<file path="config.mk">
export PLATFORM = sky130hd
export DESIGN_NAME = mem_arbiter
export DESIGN_NICKNAME = d
export VERILOG_FILES = /design/src/rtl/mem_arbiter.sv
export SDC_FILE = /design/constraint.sdc
export NUM_CORES = 1
export LEC_CHECK = 0
export ABC_AREA = 1
export CAP_MARGIN = 15
export CORE_AREA = 2 2 94 96
export CTS_CLUSTER_DIAMETER = 30
export DETAILED_ROUTE_END_ITERATION = 10
export DIE_AREA = 0 0 96 98
export PLACE_DENSITY = 0.75
export SYNTH_ARGS = -nofsm -noshare
export SYNTH_HDL_FRONTEND = slang
export SYNTH_SLANG_ARGS = --single-unit
</file>
<file path="constraint.sdc">
create_clock -name clk -period 1.1 [get_ports clk]
set_input_delay 0.11 -clock clk [delete_from_list [all_inputs] [get_ports clk]]
set_output_delay 0.11 -clock clk [all_outputs]
set_load 0.1 [all_outputs]
</file>
<file path="src/rtl/mem_arbiter.sv">
// mem_arbiter: shares one single-port synchronous word memory between the
// instruction-fetch port and the data port of the core. Accesses are
// serialised; each request is issued exactly once and acked one cycle later.
// Out-of-range addresses are never sent to the memory and raise a sticky err.
module mem_arbiter #(
    parameter int ADDR_W = 10
) (
    input  logic              clk,
    input  logic              rst,
    input  logic              i_req,
    input  logic [31:0]       i_addr,
    output logic              i_ack,
    output logic [31:0]       i_rdata,
    input  logic              d_req,
    input  logic              d_we,
    input  logic [31:0]       d_addr,
    input  logic [31:0]       d_wdata,
    output logic              d_ack,
    output logic [31:0]       d_rdata,
    output logic              mem_en,
    output logic              mem_we,
    output logic [ADDR_W-1:0] mem_addr,
    output logic [31:0]       mem_wdata,
    input  logic [31:0]       mem_rdata,
    output logic              err
);

    // State records which port was issued in the previous cycle; its ack is due now.
    typedef enum logic [1:0] {
        IDLE   = 2'd0,
        BUSY_I = 2'd1,
        BUSY_D = 2'd2
    } state_t;

    state_t state_reg;
    logic   oor_reg;        // the access being acked was out of range
    logic   err_reg;

    logic   issue_i;
    logic   issue_d;
    logic   i_oor;
    logic   d_oor;
    logic   issue_oor;

    // Byte-lane bits of the addresses are deliberately ignored (word memory).
    logic   unused_lane_bits;
    assign unused_lane_bits = ^{i_addr[1:0], d_addr[1:0]};

    assign i_oor = |i_addr[31:ADDR_W+2];
    assign d_oor = |d_addr[31:ADDR_W+2];

    // Grant decision: D wins from IDLE; while one port is being acked only the
    // other port may be issued, so a still-high req is never issued twice.
    always_comb begin
        issue_i = 1'b0;
        issue_d = 1'b0;
        case (state_reg)
            IDLE: begin
                if (d_req) begin
                    issue_d = 1'b1;
                end else if (i_req) begin
                    issue_i = 1'b1;
                end
            end
            BUSY_D:  issue_i = i_req;
            BUSY_I:  issue_d = d_req;
            default: ;
        endcase
    end

    assign issue_oor = issue_d ? d_oor : (issue_i ? i_oor : 1'b0);

    // Memory strobe is suppressed for out-of-range issues and while in reset.
    assign mem_en    = rst & (issue_d | issue_i) & ~issue_oor;
    assign mem_we    = mem_en & issue_d & d_we;
    assign mem_addr  = issue_d ? d_addr[ADDR_W+1:2] : i_addr[ADDR_W+1:2];
    assign mem_wdata = d_wdata;

    // FSM: track the issued port, whether that access was out of range, and sticky err.
    always_ff @(posedge clk or negedge rst) begin
        if (!rst) begin
            state_reg <= IDLE;
            oor_reg   <= 1'b0;
            err_reg   <= 1'b0;
        end else begin
            if (issue_d) begin
                state_reg <= BUSY_D;
            end else if (issue_i) begin
                state_reg <= BUSY_I;
            end else begin
                state_reg <= IDLE;
            end
            oor_reg <= issue_oor;
            if (issue_oor) begin
                err_reg <= 1'b1;
            end
        end
    end

    assign i_ack   = (state_reg == BUSY_I);
    assign d_ack   = (state_reg == BUSY_D);
    assign i_rdata = (i_ack && !oor_reg) ? mem_rdata : 32'd0;
    assign d_rdata = (d_ack && !oor_reg) ? mem_rdata : 32'd0;
    assign err     = err_reg;

endmodule

</file>
==> key figures <==
Critical path
  – Critical path required time: 990 ps
  – Top cell family by delay on the critical path: simple AND/OR/NAND/NOR gates
  – CP max stage cell: dfrtp_2
  – Worst path max stage delay: 430 ps
  – CP Data Arrival Time: 1490 ps
  – Buf/Inv on CP: 2
  – Crit start category: flop
  – Worst Setup End Kind: output pin
  – Crit path max fanout: 4
  – Crit-path cells: nor2_4 > inv_2 > a21boi_2 > nand3_4 > nor2_4 > buf_12
  – Setup CP Type: reg -> out
  – Worst path most repeated cell: nor2_4

Global route
  – Global-route wire length before repair: 9.487 mm
  – GRT Residual Overflow: 0
  – Vias in the first global route: 2,004
  – Largest net degree at the start of global routing: 15
  – GRT Overall Usage: 0.1235
  – Initial antenna violation count: 0

Die
  – Core area: 0.008466 mm^2
  – Site row count: 34
  – Initial Util: 0.1377
  – Die ar.: 0.009408 mm^2
  – Die height: 98 um
  – Die Wd: 96 um
  – IO Pins: 244

Yosys
  – Average size of a mapped cell: 5.137 um^2
  – Post-Synthesis Cells: 227
  – Post-synthesis cell area: 0.001166 mm^2
  – Synth Register Bits: 4
  – Syn Nets: 360
  – Seq/Total Area, Yosys: 0.08584
  – Yosys warnings: 0
  – Yosys cell types: 16

Job
  – Max Cap Viol: 0

Detailed routing
  – Vias: 1,913
  – DRC: 0
  – Vias per cell: 3.872
  – Post-route antenna net violation count: 0
  – WL/cell: 12.04 um
  – First-pass DRT Iterations: 3
  – Final wirelength: 5.950 mm
  – DRT iter0 DRCs: 19

Clock tree
  – Sink Count: 4
  – CTS H-tree lvls: 1
  – Hold_buf cts: 0
  – TritonCTS clock tree: yes
  – Clock Tree Buf Depth: 2
  – Clock Latency Late Sink: 210 ps
  – CTS Root Cell: clkbuf_8
  – CTS Buf Count: 3
  – Clk slew on worst S/H paths: 30 ps

STA
  – Final worst slack: -498.0 ps
  – Setup repair after global routing missed its margin: true
  – Worst-Margin Slew: 369.2 ps
  – Max frequency: 0.6258 GHz
  – Final hold vios: 0
  – Max Slew Vio Count: 0
  – Fin crit share: 1.453
  – Max transition margin: 0.7538
  – Final setup violation count: 78
  – Final Skew: 0.4348 ps
  – Final min period: 1598 ps

Cells and area
  – Final non-filler cell total: 494
  – Share of cells above drive strength 1: 0.5570
  – Max reg flops: 2
  – Fill count: 695
  – Utilization after layout: 0.5625
  – Area Growth Syn to Fin: 308.4%
  – Most frequent cells in the layout: clkdlybuf4s50_1, buf_12, nor2_4
  – Commonest non-fill, non-tap cell in the layout: clkdlybuf4s50_1
  – Nets: 521
  – N_diodes: 0

Power
  – Total power: 3.098 mW
  – Worst vdd ir: 0.3369 mV
  – Seq pwr share: 0.054
  – Switching Share: 0.5260
  – Logic pwr share: 0.849
  – P_sw: 1.630 mW
  – Clock share of power: 0.097
  – Int Pwr: 1.469 mW
  – Leakage: 1.952 nW
  – Pwr dens: 650.6 mW/mm^2

Status
  – Failing checks: setup timing
  – Status: complete, but fails checks

Place
  – Post-DP HPWL: 5.431 mm
  – Port-buffer cells: 175
  – Final GP Congestion: 0.7667
  – Placed insts: 486

Hold path
  – Hold Crit Class: in -> async
==> worst paths after layout <==
check                              from            end  slack, ps  cells after the start
max                        state_reg[1]         mem_we       -500                      6
min                                 rst   state_reg[1]        210                      2
max reg2reg                state_reg[1]            err         10                      5
min reg2reg                         err            err        520                      1
max in group asynchronous           rst            err        790                      2
min in group clk            d_wdata[15]  mem_wdata[15]        220                      0
==> synth_stat cells <==
cell type   n  area (um^2)
nand2_2     1        6.260
nand3b_1    1        7.510
buf_4      32        240.2
nand3_1     3        15.01
inv_1      37        138.9
buf_2       2        10.01
dfrtp_1     4        100.1
nor2_2      8        50.05
a21boi_1    1        7.510
nor2_4      2        22.52
nand2_1    43        161.4
nand2_4     1        11.26
inv_2       1        3.750
nor2_1     83        311.6
and2_0      2        12.51
buf_6       6        67.56
==> stage by stage <==
stage | hold WS [ps] | setup TNS, ps | cell area (um^2) | worst slack (ps)
2_1_floorplan | -185.6 | -56360 | 2039 | -879.4
3_3_place_gp | 220.7 | -17580 | 4534 | -458.3
6_report | 205.1 | -33250 | 4762 | -498.0
4_1_cts | 197.2 | -33080 | 4631 | -486.1
5_1_grt | 206.7 | -38730 | 4762 | -564.9
3_5_place_dp | 220.7 | -18480 | 4534 | -445.7
==> power groups by stage <==
stage	registers (mW)	logic [mW]	clock network, mW
after detailed placement	0.169	2.57	0
after CTS	0.167	2.60	0.307
after global routing	0.169	2.73	0.323
after global placement	0.168	2.55	0
after floorplan	0.168	2.08	0
final	0.168	2.63	0.301
==> layout make-up <==
cell class	instances	area, um^2	area share
clock buffers	3	41.29	0.008671
repair buffers	196	2885	0.6059
well taps	108	135.1	0.02838
inverters	38	146.4	0.03074
multi-input cells	145	1451	0.3048
flip-flops and latches	4	102.6	0.02154
==> logic make-up (layout without fill, tap and decap cells) <==
| logic type | Yosys count | count (layout) | synth area share |
|---|---|---|---|
| flip-flops | 4 | 4 | 0.08584 |
| AND/OR/NAND/NOR | 144 | 144 | 0.5129 |
| buffers and inverters | 78 | 237 | 0.3948 |
| AO/OA/AOI/OAI | 1 | 1 | 0.006440 |
==> layer usage <==
| layer | track usage | up-vias | part of all wire |
|---|---|---|---|
| met5 | 0 | - | 0 |
| met4 | 0.006593 | 0 | 0 |
| met3 | 0.06250 | 0 | 0.14 |
| met2 | 0.2308 | 151 | 0.53 |
| met1 | 0.1268 | 831 | 0.32 |
| li1 | - | 931 | - |
==> worst register-to-register path, stage by stage, from the launching register on <==
cell and delay (ps):
dfrtp_2 430, nor2_4 180, buf_6 140, nand2_2 70, buf_6 120, nand3b_1 60
==> repair_timing <==
| action | CTS | global route |
|---|---|---|
| cloned | 0 | 3 |
| pin swaps | 4 | 14 |
| buffers inserted | 2 | 2 |
| endpoints found under the setup margin | 79 | 80 |
| resized for setup | 12 | 18 |
Note: power is estimated with default switching activity, not from simulation.
